===== src/rtl/regfile_wb_arbiter_if.sv =====
`default_nettype none
// ============================================================================
// Module      : regfile_wb_arbiter_if
// Description : Bus bundle for the register-file write-back arbiter.
//               Carries the three producer valid/ready channels (ALU, load
//               unit, mult/div unit) and the register-file write port with
//               its busy mask and grant vector.
// Ports       : slave  - arbiter side (producer requests in, write port out)
//               master - producer/consumer side (mirror of slave)
// Revision    : 1.0 - initial release
// ============================================================================
interface regfile_wb_arbiter_if #(
    parameter int DATA_W = 32,
    parameter int ADDR_W = 5
);
    localparam int NREG = 1 << ADDR_W;

    // ALU producer
    logic              alu_valid_i;
    logic [ADDR_W-1:0] alu_addr_i;
    logic [DATA_W-1:0] alu_data_i;
    logic              alu_ready_o;
    // Load-unit producer
    logic              ld_valid_i;
    logic [ADDR_W-1:0] ld_addr_i;
    logic [DATA_W-1:0] ld_data_i;
    logic              ld_ready_o;
    // Mult/div producer
    logic              md_valid_i;
    logic [ADDR_W-1:0] md_addr_i;
    logic [DATA_W-1:0] md_data_i;
    logic              md_ready_o;
    // Register-file write port and hazard mask
    logic              wr_en_o;
    logic [ADDR_W-1:0] wr_addr_o;
    logic [DATA_W-1:0] wr_data_o;
    logic [NREG-1:0]   busy_o;
    logic [2:0]        grant_o;

    modport slave (
        input  alu_valid_i, alu_addr_i, alu_data_i,
        input  ld_valid_i,  ld_addr_i,  ld_data_i,
        input  md_valid_i,  md_addr_i,  md_data_i,
        output alu_ready_o, ld_ready_o, md_ready_o,
        output wr_en_o, wr_addr_o, wr_data_o, busy_o, grant_o
    );

    modport master (
        output alu_valid_i, alu_addr_i, alu_data_i,
        output ld_valid_i,  ld_addr_i,  ld_data_i,
        output md_valid_i,  md_addr_i,  md_data_i,
        input  alu_ready_o, ld_ready_o, md_ready_o,
        input  wr_en_o, wr_addr_o, wr_data_o, busy_o, grant_o
    );
endinterface
`default_nettype wire


===== src/rtl/regfile_wb_arbiter.sv =====
`default_nettype none
// ============================================================================
// Module      : regfile_wb_arbiter
// Description : Round-robin write-back arbiter for the single write port of
//               the MIPS register file. Each producer (ALU=0, LD=1, MD=2)
//               owns a one-entry holding register; one held entry per cycle
//               is granted and moved into a registered write stage.
// Ports       : clk    - system clock, all state on the rising edge
//               rst_n  - asynchronous active-low reset
//               bus    - regfile_wb_arbiter_if.slave: producer valid/addr/
//                        data/ready, wr_en/wr_addr/wr_data, busy mask, grant
// Revision    : 1.0 - initial release
// ============================================================================
module regfile_wb_arbiter #(
    parameter int DATA_W = 32,
    parameter int ADDR_W = 5
) (
    input  logic                   clk,
    input  logic                   rst_n,
    regfile_wb_arbiter_if.slave    bus
);
    localparam int c_NSRC = 3;
    localparam int c_NREG = 1 << ADDR_W;

    typedef enum logic [1:0] {
        SRC_ALU = 2'd0,
        SRC_LD  = 2'd1,
        SRC_MD  = 2'd2
    } src_e;

    // Producer channels gathered into index-addressable form
    logic [c_NSRC-1:0] src_valid;
    logic [ADDR_W-1:0] src_addr [c_NSRC];
    logic [DATA_W-1:0] src_data [c_NSRC];

    assign src_valid   = {bus.md_valid_i, bus.ld_valid_i, bus.alu_valid_i};
    assign src_addr[0] = bus.alu_addr_i;
    assign src_addr[1] = bus.ld_addr_i;
    assign src_addr[2] = bus.md_addr_i;
    assign src_data[0] = bus.alu_data_i;
    assign src_data[1] = bus.ld_data_i;
    assign src_data[2] = bus.md_data_i;

    // Holding registers
    logic [c_NSRC-1:0] hold_valid_q, hold_valid_d;
    logic [ADDR_W-1:0] hold_addr_q [c_NSRC];
    logic [ADDR_W-1:0] hold_addr_d [c_NSRC];
    logic [DATA_W-1:0] hold_data_q [c_NSRC];
    logic [DATA_W-1:0] hold_data_d [c_NSRC];

    // Arbitration pointer and registered write stage
    src_e              rr_ptr_q, rr_ptr_d;
    logic              wr_en_q,   wr_en_d;
    logic [ADDR_W-1:0] wr_addr_q, wr_addr_d;
    logic [DATA_W-1:0] wr_data_q, wr_data_d;
    logic [c_NSRC-1:0] grant_q,   grant_d;

    logic [c_NSRC-1:0] gnt;
    logic [c_NSRC-1:0] ready;
    logic [c_NSRC-1:0] accept;
    logic [c_NREG-1:0] busy;

    // Round-robin search starting at rr_ptr, order ALU -> LD -> MD with wrap.
    always_comb begin
        gnt = '0;
        case (rr_ptr_q)
            SRC_LD: begin
                if      (hold_valid_q[1]) gnt = 3'b010;
                else if (hold_valid_q[2]) gnt = 3'b100;
                else if (hold_valid_q[0]) gnt = 3'b001;
            end
            SRC_MD: begin
                if      (hold_valid_q[2]) gnt = 3'b100;
                else if (hold_valid_q[0]) gnt = 3'b001;
                else if (hold_valid_q[1]) gnt = 3'b010;
            end
            default: begin
                if      (hold_valid_q[0]) gnt = 3'b001;
                else if (hold_valid_q[1]) gnt = 3'b010;
                else if (hold_valid_q[2]) gnt = 3'b100;
            end
        endcase
    end

    // A granted slot empties at this edge, so it can refill in the same
    // cycle; this is what sustains one write per cycle from one source.
    assign ready  = ~hold_valid_q | gnt;
    assign accept = src_valid & ready;

    always_comb begin
        hold_valid_d = hold_valid_q;
        hold_addr_d  = hold_addr_q;
        hold_data_d  = hold_data_q;
        for (int i = 0; i < c_NSRC; i++) begin
            if (accept[i] && (src_addr[i] != '0)) begin
                hold_valid_d[i] = 1'b1;
                hold_addr_d[i]  = src_addr[i];
                hold_data_d[i]  = src_data[i];
            end else if (gnt[i]) begin
                // Covers both "granted, nothing new" and "granted while a
                // $zero write is swallowed": the slot ends up empty.
                hold_valid_d[i] = 1'b0;
            end
        end
    end

    always_comb begin
        wr_en_d   = 1'b0;
        grant_d   = '0;
        wr_addr_d = wr_addr_q;
        wr_data_d = wr_data_q;
        rr_ptr_d  = rr_ptr_q;
        for (int i = 0; i < c_NSRC; i++) begin
            if (gnt[i]) begin
                wr_en_d   = 1'b1;
                wr_addr_d = hold_addr_q[i];
                wr_data_d = hold_data_q[i];
                grant_d   = gnt;
            end
        end
        if      (gnt[0]) rr_ptr_d = SRC_LD;
        else if (gnt[1]) rr_ptr_d = SRC_MD;
        else if (gnt[2]) rr_ptr_d = SRC_ALU;
    end

    always_ff @(posedge clk or negedge rst_n) begin
        if (!rst_n) begin
            hold_valid_q <= '0;
            for (int i = 0; i < c_NSRC; i++) begin
                hold_addr_q[i] <= '0;
                hold_data_q[i] <= '0;
            end
            rr_ptr_q  <= SRC_ALU;
            wr_en_q   <= 1'b0;
            wr_addr_q <= '0;
            wr_data_q <= '0;
            grant_q   <= '0;
        end else begin
            hold_valid_q <= hold_valid_d;
            hold_addr_q  <= hold_addr_d;
            hold_data_q  <= hold_data_d;
            rr_ptr_q     <= rr_ptr_d;
            wr_en_q      <= wr_en_d;
            wr_addr_q    <= wr_addr_d;
            wr_data_q    <= wr_data_d;
            grant_q      <= grant_d;
        end
    end

    // Pending-write mask: everything held plus whatever is on the port now.
    always_comb begin
        busy = '0;
        for (int i = 0; i < c_NSRC; i++) begin
            if (hold_valid_q[i]) busy[hold_addr_q[i]] = 1'b1;
        end
        if (wr_en_q) busy[wr_addr_q] = 1'b1;
        busy[0] = 1'b0;
    end

    assign bus.alu_ready_o = ready[0];
    assign bus.ld_ready_o  = ready[1];
    assign bus.md_ready_o  = ready[2];
    assign bus.wr_en_o     = wr_en_q;
    assign bus.wr_addr_o   = wr_addr_q;
    assign bus.wr_data_o   = wr_data_q;
    assign bus.grant_o     = grant_q;
    assign bus.busy_o      = busy;

endmodule
`default_nettype wire


===== src/flat_wrapper.sv =====
// flat-port wrapper written by rule: the top's interface ports become plain ports
module regfile_wb_arbiter_flat 
#(
    parameter int DATA_W = 32,
    parameter int ADDR_W = 5
)
  (clk, rst_n, bus_alu_valid_i, bus_alu_addr_i, bus_alu_data_i, bus_ld_valid_i, bus_ld_addr_i, bus_ld_data_i, bus_md_valid_i, bus_md_addr_i, bus_md_data_i, bus_alu_ready_o, bus_ld_ready_o, bus_md_ready_o, bus_wr_en_o, bus_wr_addr_o, bus_wr_data_o, bus_busy_o, bus_grant_o);
  regfile_wb_arbiter_if #(.DATA_W(DATA_W), .ADDR_W(ADDR_W)) bus_i ();
  input  logic clk;
  input  logic rst_n;
  input wire logic [$bits(bus_i.alu_valid_i)-1:0] bus_alu_valid_i;
  input wire logic [$bits(bus_i.alu_addr_i)-1:0] bus_alu_addr_i;
  input wire logic [$bits(bus_i.alu_data_i)-1:0] bus_alu_data_i;
  input wire logic [$bits(bus_i.ld_valid_i)-1:0] bus_ld_valid_i;
  input wire logic [$bits(bus_i.ld_addr_i)-1:0] bus_ld_addr_i;
  input wire logic [$bits(bus_i.ld_data_i)-1:0] bus_ld_data_i;
  input wire logic [$bits(bus_i.md_valid_i)-1:0] bus_md_valid_i;
  input wire logic [$bits(bus_i.md_addr_i)-1:0] bus_md_addr_i;
  input wire logic [$bits(bus_i.md_data_i)-1:0] bus_md_data_i;
  output wire logic [$bits(bus_i.alu_ready_o)-1:0] bus_alu_ready_o;
  output wire logic [$bits(bus_i.ld_ready_o)-1:0] bus_ld_ready_o;
  output wire logic [$bits(bus_i.md_ready_o)-1:0] bus_md_ready_o;
  output wire logic [$bits(bus_i.wr_en_o)-1:0] bus_wr_en_o;
  output wire logic [$bits(bus_i.wr_addr_o)-1:0] bus_wr_addr_o;
  output wire logic [$bits(bus_i.wr_data_o)-1:0] bus_wr_data_o;
  output wire logic [$bits(bus_i.busy_o)-1:0] bus_busy_o;
  output wire logic [$bits(bus_i.grant_o)-1:0] bus_grant_o;
  assign bus_i.alu_valid_i = bus_alu_valid_i;
  assign bus_i.alu_addr_i = bus_alu_addr_i;
  assign bus_i.alu_data_i = bus_alu_data_i;
  assign bus_i.ld_valid_i = bus_ld_valid_i;
  assign bus_i.ld_addr_i = bus_ld_addr_i;
  assign bus_i.ld_data_i = bus_ld_data_i;
  assign bus_i.md_valid_i = bus_md_valid_i;
  assign bus_i.md_addr_i = bus_md_addr_i;
  assign bus_i.md_data_i = bus_md_data_i;
  assign bus_alu_ready_o = bus_i.alu_ready_o;
  assign bus_ld_ready_o = bus_i.ld_ready_o;
  assign bus_md_ready_o = bus_i.md_ready_o;
  assign bus_wr_en_o = bus_i.wr_en_o;
  assign bus_wr_addr_o = bus_i.wr_addr_o;
  assign bus_wr_data_o = bus_i.wr_data_o;
  assign bus_busy_o = bus_i.busy_o;
  assign bus_grant_o = bus_i.grant_o;
  regfile_wb_arbiter #(.DATA_W(DATA_W), .ADDR_W(ADDR_W)) u_core (.clk(clk), .rst_n(rst_n), .bus(bus_i));
endmodule

===== config.mk =====
export PLATFORM = sky130hd
export DESIGN_NAME = regfile_wb_arbiter_flat
export DESIGN_NICKNAME = d
export VERILOG_FILES = /design/src/rtl/regfile_wb_arbiter_if.sv /design/src/rtl/regfile_wb_arbiter.sv /design/src/flat_wrapper.sv
export SDC_FILE = /design/constraint.sdc
export NUM_CORES = 1
export LEC_CHECK = 0
export CORE_MARGIN = 2
export CORE_UTILIZATION = 54
export CTS_BUF_LIST = sky130_fd_sc_hd__clkbuf_16
export DETAILED_ROUTE_END_ITERATION = 6
export PLACE_DENSITY = 0.86
export SYNTH_ARGS = -nofsm -noshare
export SYNTH_HDL_FRONTEND = slang
export SYNTH_SLANG_ARGS = --single-unit

===== constraint.sdc =====
create_clock -name clk -period 6.5 [get_ports clk]
set_input_delay 1.3 -clock clk [delete_from_list [all_inputs] [get_ports clk]]
set_output_delay 1.3 -clock clk [all_outputs]
set_load 0.02 [all_outputs]

==> reports/summary.md, run 1 <==
The most critical setup path has its startpoint at u_core.hold_valid_q[2]. Counting every instance in the synthesized netlist gives 684. The clock transition at the registers of the reported paths was 0.07 ns; the area enclosed by the die boundary was 15900 µm². TritonCTS built the clock tree. Between clock sinks in the finished design, the worst skew comes to 0.0128 ns. The number of nets produced by synthesis was 802. dfrtp_1 is the most common cell in the netlist.

The portion of synthesized cell area occupied by the leading cell type was 0.489; the headroom to the max-slew limit was 0.151. Setup violations remaining at the end of the flow were counted as 0. The logs give 3.03 ns for the arrival time at the worst endpoint and 0 for the initial antenna violation count. After clock tree synthesis, the flow added hold-fix buffers numbering 0. The post-synthesis sequential element count came out at 157. The count of pins over their slew limit is 0.

In this run, CTS created clock tree buffers numbering 17. After routing, the total negative slack on setup checks comes to 0 ns. The run gives 0 as the total of warnings raised by yosys.

The post-synthesis to final-layout area growth works out to 30.6%. By area the synthesized netlist is led by dfrtp_1 (49%), mux2_2 (11%), mux2_4 (5.6%). The placed wire-length estimate is 16400 µm. The largest total area in the synthesized netlist belongs to dfrtp_1. Across the VDD grid, the largest voltage drop is 0.302 mV. For the pin with the worst max-slew slack, the measured transition is 1.27 ns. 192 I/O pins were placed.

The final layout contains 955 nets. Cell depth of the worst flop-to-flop path: 5. The run gives 0.489 as the share of the yosys chip area belonging to registers. Summed over all layers, the global routing overflow is 0.

The worst reg2reg path startpoint is u_core.hold_valid_q[2]. The tools report the insertion delay to the later sink of the worst-skew pair as 0.42 ns. The clock passes through at most 2 buffers. The run finished with clean final reports. After detailed routing, the total wire length is 24200 µm.

The worst setup path is of the register to output port kind. The post-synth design cell area came out at 8030 µm². Number of maximum-capacitance constraint violations: 0. The synthesized design contains 0 enable-type register cells.

In this run, distinct cell masters in the synthesized netlist total 51. The static leakage power is 4.34 nW. After clock tree synthesis, the repair step resized 0 gates.

The terminating pin of the worst hold path is u_core.bus.wr_data_o[9]. The tools report the core box area as 14500 µm². The endpoint identified for the worst register-to-register timing path is u_core.bus.wr_data_o[12]. Summing over every cut layer, the via total after detailed routing is 6647. Setup repair after global routing left no endpoint under its margin. For the post-route core utilization, the log shows 0.722. The number of global-route vias before repair is 6928, and the required time of the critical path is 5.20 ns. 0 antenna diodes ended up in the layout. The number of vias per cell after detailed routing is 6.43. Master cell of the clock root buffer: clkbuf_16. Routability-driven placement finished with a final weighted congestion of 0.900. The average cell area after synthesis came out at 11.7 µm².

The tree built by TritonCTS fans out to 157 sinks. The first detailed-routing pass ran for 5 iterations. The path class of the tightest hold or removal check is register to register. The layout cell share with drive strength beyond 1 is 0.186.

The run gives 0 as the total count of hold-check failures in the final report. Counting instances in the post-synthesis netlist gives the leading cell types as dfrtp_1 (157), mux2_2 (78), nand2_1 (61). Across all register-to-register paths, the minimum setup slack is 2.22 ns.

The first global-routing pass estimated 38300 µm of wire. In this run the core area contains 44 standard-cell rows. The total power divided by cell area is 593 nW/µm², and the number of remaining DRC errors is 0. Entering global routing, the biggest net connects 94 pins. The largest fanout on the critical path was 48; the count of routing violations after the opening detailed-route iteration was 622. After detailed routing, the average wire length per cell comes to 23.5 µm.

The final antenna-violating net count came out at 0. The nature of the critical path startpoint is a register. The die extent in y is 126 µm, and the final cycle utilization of the critical path is 0.666. The final critical-path required period works out to 4.33 ns. For the starting utilization of the core area, the log shows 0.553.

Count of buffers added by post-CTS timing repair for setup: 0. For this run, the top clock speed supported by timing is 231 MHz. STA classifies the critical path endpoint as an output port. The dominant synthesized flop cell was dfrtp_1. The H-tree was split into 4 levels. Measured along the x axis, the die boundary spans 126 µm.

The tools report the hold path startpoint as u_core.bus.wr_data_o[9]. The share of flip-flops with an asynchronous set or reset after synthesis came out at 1.00. Port buffering added 190 buffers. The number of cells on the worst hold path works out to 2. The overall global routing resource usage is 0.304.
[worst max-delay path, stage by stage, from the launching register on]
cell and delay, ns:
dfrtp_2 0.92, inv_1 0.21, nor3_1 0.55, a21oi_1 0.13, o221ai_1 0.13, clkdlybuf4s50_1 0.66
[worst max-delay path by stage]
| stage | to | slack (ns) | cells after the start |
|---|---|---|---|
| 6_report | bus_busy_o[20] | 2.17 | 5 |
| 4_1_cts | bus_md_ready_o | 2.20 | 6 |
| 3_5_place_dp | u_core.bus.wr_data_o[16] | 2.45 | 5 |
| 2_1_floorplan | bus_busy_o[8] | 3.60 | 3 |
| 5_1_grt | bus_busy_o[20] | 2.01 | 5 |
| 3_3_place_gp | u_core.bus.wr_data_o[30] | 2.65 | 5 |
[layer usage]
metal	vias up	routed length [µm]	share of wire	GRT usage
li1	2903	-	-	-
met2	344	12000	0.50	0.508
met1	3356	9890	0.41	0.400
met4	0	506	0.021	0.0957
met5	-	0	0	0
met3	44	1840	0.076	0.0654
[area by class of cell]
type                            count  area (µm²)
Clock inverter                     15         166
Sequential cell                   157        3930
Tap cell                          184         230
Inverter                           14        52.6
Clock buffer                       17         425
Fill cell                         996        4050
Multi-Input combinational cell    455        3770
Timing Repair Buffer              192        1920
[through the flow]
stage | cells | hold WS (ns) | worst slack, ns | cell area (µm²) | total power, W
after global routing | 1034 | 0.517 | 2.01 | 10500 | 0.00652
after detailed placement | 1002 | 0.485 | 2.45 | 9900 | 0.00515
final | 1034 | 0.498 | 2.17 | 10500 | 0.00622
after CTS | 1034 | 0.499 | 2.20 | 10500 | 0.00619
after global placement | 1002 | 0.478 | 2.65 | 9900 | 0.00502
after floorplan | 684 | 0.478 | 3.60 | 8030 | 0.00407
[logic make-up after synthesis]
family                   synth area share
AND/OR/NAND/NOR                     0.102
flip-flops                          0.489
AO/OA/AOI/OAI                       0.149
multiplexers                        0.210
buffers and inverters              0.0463
adder cells (fa/ha/maj)           0.00311
other                            0.000467
[cell usage in the layout, fill, tap and decap left out, drive strengths merged, types with 10 or more instances in the layout]
cell type	n
mux2i	36
o211ai	40
o22ai	11
nand3b	11
inv	20
nor3	12
nor3b	10
dfrtp	157
nand2	61
nand3	11
o2111ai	37
clkdlybuf4s50	189
clkbuf	17
a21oi	10
mux2	108
nor2	20
o221ai	16
[state kept, by name, indices dropped and copies added, names as in the netlist]
register / flops
u_core.hold_addr_q: 15
u_core.bus.wr_en_o: 1
u_core.hold_valid_q: 3
u_core.bus.wr_addr_o: 5
u_core.bus.grant_o: 3
u_core.hold_data_q: 96
u_core.bus.wr_data_o: 32
u_core.rr_ptr_q: 2
[report_power, final]
part           switching [W]  internal (W)
clock               0.000428      0.000573
sequential          0.000522       0.00150
combinational        0.00172       0.00147
(Power assumes the default switching activity.)
==> run 2: changes to the inputs <==
--- a/config.mk
+++ b/config.mk
@@ -6,10 +6,10 @@
 export NUM_CORES = 1
 export LEC_CHECK = 0
 export CORE_MARGIN = 2
-export CORE_UTILIZATION = 54
+export CORE_UTILIZATION = 50
 export CTS_BUF_LIST = sky130_fd_sc_hd__clkbuf_16
 export DETAILED_ROUTE_END_ITERATION = 6
-export PLACE_DENSITY = 0.86
+export PLACE_DENSITY = 0.8
 export SYNTH_ARGS = -nofsm -noshare
 export SYNTH_HDL_FRONTEND = slang
 export SYNTH_SLANG_ARGS = --single-unit
==> constraint.sdc (replaced) <==
create_clock -name clk -period 4.48 [get_ports clk]
set_input_delay 0.896 -clock clk [delete_from_list [all_inputs] [get_ports clk]]
set_output_delay 0.896 -clock clk [all_outputs]
set_load 0.02 [all_outputs]
==> reports/summary.md, run 2 (same netlist as run 1, synthesis figures left out) <==
The flow ran to the end, and the final reports show no timing, DRC or antenna violations. The run gives 15800 µm² (+8.5%) as the core box area. Critical path class: register to output port. The number of search-and-repair iterations in the first detailed-routing pass came out at 5 (unchanged). The library cell used most frequently in the layout, excluding fill and tap cells, is clkdlybuf4s50_1. The average wire per cell in the routed design works out to 22.8 µm (-2.9%). The area enclosed by the die boundary is 17100 µm² (+7.7%).

TritonCTS built the clock tree. The master of the slowest instance on the critical path is clkdlybuf4s50_1. The master cell of the clock root buffer is clkbuf_16. The number of placed I/O pins came out at 192 (unchanged). The most flop-heavy register is u_core.hold_data_q. The run gives 0.509 (-0.0433) as the starting utilization of the core area. The signal on the critical path passes through buf_4, inv_1, nor3_1, a21oi_1, o221ai_1, clkdlybuf4s50_1. The post-synthesis to final-layout area growth came out at 32.4%. For the finished layout, the period the worst path requires is 3.64 ns. The placed wire-length estimate came out at 16500 µm (+0.34%). In the layout the commonest cells are clkdlybuf4s50_1 (189), dfrtp_1 (157), mux2_2 (78), nand2_1 (61), o211ai_1 (40). The required time of the critical path is 3.58 ns (-1.62 ns), and the count of routing violations after the opening detailed-route iteration is 432 (-31%). The sink count of the clock tree came out at 157 (unchanged).

The final antenna-violating net count is 0 (unchanged). The run gives 0.488 mV (+61%) as the peak ir drop on the vdd network. The largest stage delay on the critical path is 0.65 ns (-0.27 ns), and the setup-violating endpoint count in the final report is 0 (unchanged). The horizontal die dimension came out at 131 µm (+3.8%). The tools report the number of resized instances in the post-cts repair step as 0 (unchanged).

The clock transition at the registers of the reported paths is 0.06 ns (about the same). The final total negative setup slack was 0 ns (unchanged). The tools report the total count of hold-check failures in the final report as 0 (unchanged). Setup repair after global routing left no endpoint under its margin. The largest net degree at the start of global routing was 99 (+5.3%). The row count came out at 46 (+4.5%). The overall global routing resource usage was 0.294 (-0.0105); the largest fanout on the critical path was 31 (-35%). The run gives 4.39 nW (+1.1%) as the static leakage power.

The wire length of the first global-routing pass was 38200 µm (-0.11%). The number of maximum-capacitance constraint violations was 0 (unchanged). The layout cell share with drive strength beyond 1 was 0.195 (+0.00921). The number of vias per cell after detailed routing was 6.19 (-3.8%); the maximum number of buffers from clock root to sink was 2 (unchanged).

The logs give 961 (+0.63%) for the number of nets in the layout and 17 (unchanged) for the number of buffers created by CTS. The die extent in y is 131 µm (+3.8%). Final cycle utilization of the critical path: 0.812. The logs give 0 (unchanged) for the residual overflow from global routing and 6631 (-0.24%) for the via total after detailed routing.

The tools report the arrival time at the worst endpoint as 2.74 ns (-0.29 ns). The count of pins over their slew limit is 0 (unchanged), and the number of flip-flops under the largest register name is 96 (unchanged). The number of hold-repair buffers added at the cts stage came out at 0 (unchanged).

The post-route clock skew was 0.00778 ns (-0.00502 ns). The insertion delay to the later sink of the worst-skew pair is 0.43 ns (about the same). The run gives 0 (unchanged) as the number of remaining DRC errors. The worst setup path is launched from a register. The diode insertion count for antenna repair was 0 (unchanged); the count of buffers added by post-CTS timing repair for setup was 0 (unchanged). The count of buffers inserted at the top-level ports is 190 (unchanged), and the timing-limited maximum frequency is 275 MHz.

For the overall power consumption, the log shows 0.00918 W (+48%). The initial antenna violation count is 0 (unchanged), and the global placer's final weighted congestion is 0.948 (+5.3%). The headroom to the max-slew limit came out at 0.326 (+0.175). The level count of the clock H-tree is 4 (unchanged). The final wirelength is 24400 µm (+0.69%). Transition time of the tightest slew-check pin: 1.01 ns (-0.264 ns). The total power divided by cell area was 863 nW/µm² (+46%); the number of global-route vias before repair was 6920 (-0.12%). The type of the worst min-delay path was register to register. STA classifies the critical path endpoint as an output port.
[run 2: changes by cell type in the layout (fill, tap and decap cells not counted), moves of 2 or more]
cell | before | now
inv_6 | 2 | 5
buf_4 | 2 | 8
bufinv_16 | 2 | 4
clkinv_4 | 4 | 2
clkinv_1 | 2 | 0
inv_1 | 16 | 14
[run 2: worst max-delay path, delay by kind of cell, from the launching register on]
family | cells | cell delay [ns]
AO/OA/AOI/OAI | 2 | 0.25
buffers and inverters | 3 | 1.11
flip-flops | 1 | 0.36
AND/OR/NAND/NOR | 1 | 0.60
[run 2: layout make-up]
type                       instances  area (µm²)
fill                            1161        5140
sequential                       157        3930
multi-input combinational        455        3770
timing repair buffer             198        1960
clock buffer                      17         425
tap                              216         270
clock inverter                    15         228
inverter                          14        52.6
[run 2: per-stage QoR]
stage	hold slack, ns	instances	worst slack, ns	utilization	instance area, µm²
2_1_floorplan	0.478	684	1.98	-	8030
3_3_place_gp	0.482	1040	1.39	0.633	9980
3_5_place_dp	0.495	1040	1.37	0.633	9980
4_1_cts	0.509	1072	0.903	0.674	10600
5_1_grt	0.519	1072	0.754	0.674	10600
6_report	0.507	1072	0.843	0.674	10600
[run 2: final timing paths]
check	from	to	slack, ns	depth (start not counted)
max in group asynchronous	rst_n	u_core.bus.wr_data_o[22]	2.94	2
setup reg to reg	u_core.rr_ptr_q[0]	u_core.bus.wr_data_o[4]	1.39	7
min in group asynchronous	rst_n	u_core.hold_data_q[45]	0.53	1
hold reg to reg	u_core.hold_data_q[57]	u_core.hold_data_q[57]	0.51	1
hold / removal	u_core.hold_data_q[57]	u_core.hold_data_q[57]	0.51	1
setup / recovery	u_core.hold_valid_q[2]	bus_busy_o[12]	0.84	6
[run 2: power by group]
part	total (W)	internal (W)	switching [W]
clock	0.00159	0.000956	0.000638
combinational	0.00469	0.00216	0.00253
sequential	0.00290	0.00218	0.000721
total	0.00918	0.00530	0.00389
[run 2: routing by layer]
layer | wire [µm] | global-route usage
met5 | 0 | 0
met1 | 10200 | 0.377
met3 | 1760 | 0.0794
met2 | 11800 | 0.485
met4 | 606 | 0.101
==> run 3: changes to the inputs <==
==> constraint.sdc (replaced) <==
create_clock -name clk -period 3.4 [get_ports clk]
set_input_delay 0.68 -clock clk [delete_from_list [all_inputs] [get_ports clk]]
set_output_delay 0.68 -clock clk [all_outputs]
set_load 0.02 [all_outputs]
==> reports/summary.md, run 3 (same netlist as run 1, synthesis figures left out) <==
The total count of hold-check failures in the final report came out at 0 (unchanged). Setup repair after global routing left no endpoint under its margin. The logs give 6538 (-1.4%) for the via total after detailed routing and 9780 µm (-4.5%) for the routed metal-1 wire length.

The largest stage delay on the critical path works out to 0.65 ns (about the same). The logs give 0.0121 W (+32%) for the overall power consumption and 6757 (-2.4%) for the number of global-route vias before repair. The run gives 0 (unchanged) as the count of buffers added by post-CTS timing repair for setup. CTS placed an instance of clkbuf_16 at the clock tree root.

The number of vias per cell after detailed routing came out at 6.05 (-2.1%). TritonCTS built the clock tree. The largest fanout on the critical path is 11 (-65%). The master of the slowest instance on the critical path was nor3_1. The wire length on met3 is 1870 µm (+6.5%), and the final wirelength is 23700 µm (-2.8%). For the headroom to the max-slew limit, the log shows 0.208 (-0.118). The average wire per cell in the routed design is 22.0 µm (-3.6%), and the post-synthesis to final-layout area growth is 33.4%.

Leaving out fill and tap cells, the most frequent cell in the layout is clkdlybuf4s50_1. For the met2 routed wirelength, the log shows 11600 µm (-1.8%). The core box area is 15800 µm² (unchanged), and the sink count of the clock tree is 157 (unchanged).

The run gives 0.518 (+0.008) as the logic gate share of total power. The design area came out at 10700 µm² (+0.77%). The nature of the critical path startpoint was a register. The highest metal layer carrying signal wires in the routed design is met4. The run gives 0.00502 W (+29%) as the power dissipated by switching net loads. The tools report the clock share of power as 0.172 (-0.002). The tools report the sequential share of power as 0.310 (-0.006). Initial antenna violation count: 0 (unchanged). The number of nets in the layout was 969 (+0.83%); the number of hold-repair buffers added at the cts stage was 0 (unchanged).

Arrival time at the worst endpoint: 2.68 ns (-0.06 ns). Number of resized instances in the post-cts repair step: 0 (unchanged). Count of buffers inserted at the top-level ports: 190 (unchanged). The row count is 46 (unchanged), and the largest net degree at the start of global routing is 77 (-22%). The final cycle utilization of the critical path is 0.987. The final critical-path required period came out at 3.36 ns. The number of flip-flops under the largest register name works out to 96 (unchanged).

The run finished with clean final reports. The placed wire-length estimate is 16200 µm (-1.5%), and the overall global routing resource usage is 0.284 (-0.00998). The setup-violating endpoint count in the final report came out at 0 (unchanged).

The residual overflow from global routing is 0 (unchanged). The clock transition at the registers of the reported paths was 0.06 ns (about the same). The transition time of the tightest slew-check pin is 1.18 ns (+0.177 ns), and the layout cell share with drive strength beyond 1 is 0.201 (+0.00630). The logs give 4 (unchanged) for the level count of the clock H-tree and 0.0104 ns (+0.00265 ns) for the post-route clock skew.

The run gives 0 (unchanged) as the number of maximum-capacitance constraint violations. The critical path goes through inv_1, nor3_1, a21oi_1, o221ai_1, clkdlybuf4s50_1. The final instance count without filler cells came out at 1080 (+0.75%). The worst setup path is of the register to output port kind. In the layout the commonest cells are clkdlybuf4s50_1 (189), dfrtp_1 (157), mux2_2 (78), nand2_1 (61), o211ai_1 (40). The most flop-heavy register is u_core.hold_data_q. The diode insertion count for antenna repair is 0 (unchanged), and the insertion delay to the later sink of the worst-skew pair is 0.42 ns (about the same). The final antenna-violating net count is 0 (unchanged), and the switching power share of the total is 0.413 (-0.00995). For this run, the top clock speed supported by timing is 298 MHz. Among cell families on the critical path, the largest total delay comes from buffers and inverters.

STA classifies the critical path endpoint as an output port. The path class of the tightest hold or removal check is input pin to asynchronous set/reset pin. The number of placed I/O pins is 192 (unchanged), and the static leakage power is 4.43 nW (+0.95%).

Count of routing violations after the opening detailed-route iteration: 553 (+28%). For the number of remaining DRC errors, the log shows 0 (unchanged). The count of pins over their slew limit was 0 (unchanged). The total power divided by cell area is 1130 nW/µm² (+31%), and the buffers plus inverters on the worst setup path is 2 (-1). The run gives 1048 (+0.77%) as the cell total after placement. For the design internal power, the log shows 0.00712 W (+34%).

The die extent in y works out to 131 µm (unchanged). The horizontal die dimension was 131 µm (unchanged); the wire length of the first global-routing pass was 37000 µm (-3.2%). The required time of the critical path came out at 2.72 ns (-0.86 ns). The total cell area at the placement stage is 10100 µm² (+0.85%), and the global placer's final weighted congestion is 0.923 (-2.6%). The post-route core utilization was 0.679 (+0.00516); the number of search-and-repair iterations in the first detailed-routing pass was 5 (unchanged). Final total negative setup slack: 0 ns (unchanged).

The number of buffers created by CTS was 17 (unchanged). The starting utilization of the core area is 0.509 (unchanged). The maximum number of buffers from clock root to sink is 2 (unchanged). The peak ir drop on the vdd network is 0.657 mV (+35%), and the area enclosed by the die boundary is 17100 µm² (unchanged).
## run 3: per-stage QoR
stage          hold slack (ns)  worst slack (ns)
6_report                 0.264            0.0447
3_5_place_dp             0.484             0.421
4_1_cts                  0.296            0.0793
3_3_place_gp             0.480             0.537
5_1_grt                  0.324            0.0107
2_1_floorplan            0.384              1.12
## run 3: worst paths after layout
| path | startpoint | to | slack, ns | depth (start not counted) |
|---|---|---|---|---|
| min in group clk | u_core.bus.wr_data_o[22] | u_core.bus.wr_data_o[22] | 0.51 | 2 |
| hold / removal | rst_n | u_core.hold_data_q[47] | 0.26 | 1 |
| setup reg to reg | u_core.rr_ptr_q[0] | u_core.hold_data_q[5] | 0.51 | 6 |
| max in group asynchronous | rst_n | u_core.hold_data_q[93] | 2.29 | 2 |
| hold reg to reg | u_core.bus.wr_data_o[22] | u_core.bus.wr_data_o[22] | 0.51 | 2 |
| setup / recovery | u_core.hold_valid_q[2] | bus_busy_o[20] | 0.04 | 5 |
## run 3: power by group through the flow
stage / Clock, W / Combinational [W] / Sequential (W)
floorplan: 0 / 0.00416 / 0.00361
global placement: 0 / 0.00608 / 0.00371
detailed placement: 0 / 0.00624 / 0.00375
CTS: 0.00211 / 0.00629 / 0.00374
global route: 0.00220 / 0.00672 / 0.00387
finish: 0.00208 / 0.00629 / 0.00377
## run 3: metal layers
layer | global-route usage | vias to the layer above
met2 | 0.465 | 311
li1 | - | 2928
met1 | 0.359 | 3263
met4 | 0.0995 | 0
met3 | 0.0859 | 36
met5 | 0 | -
## run 3: cell type report
cell class | count | area (µm²)
repair buffers | 206 | 2050
clock buffers | 17 | 425
fillers | 1161 | 5050
well taps | 216 | 270
flip-flops and latches | 157 | 3930
clock inverters | 15 | 219
inverters | 14 | 52.6
multi-input cells | 455 | 3770
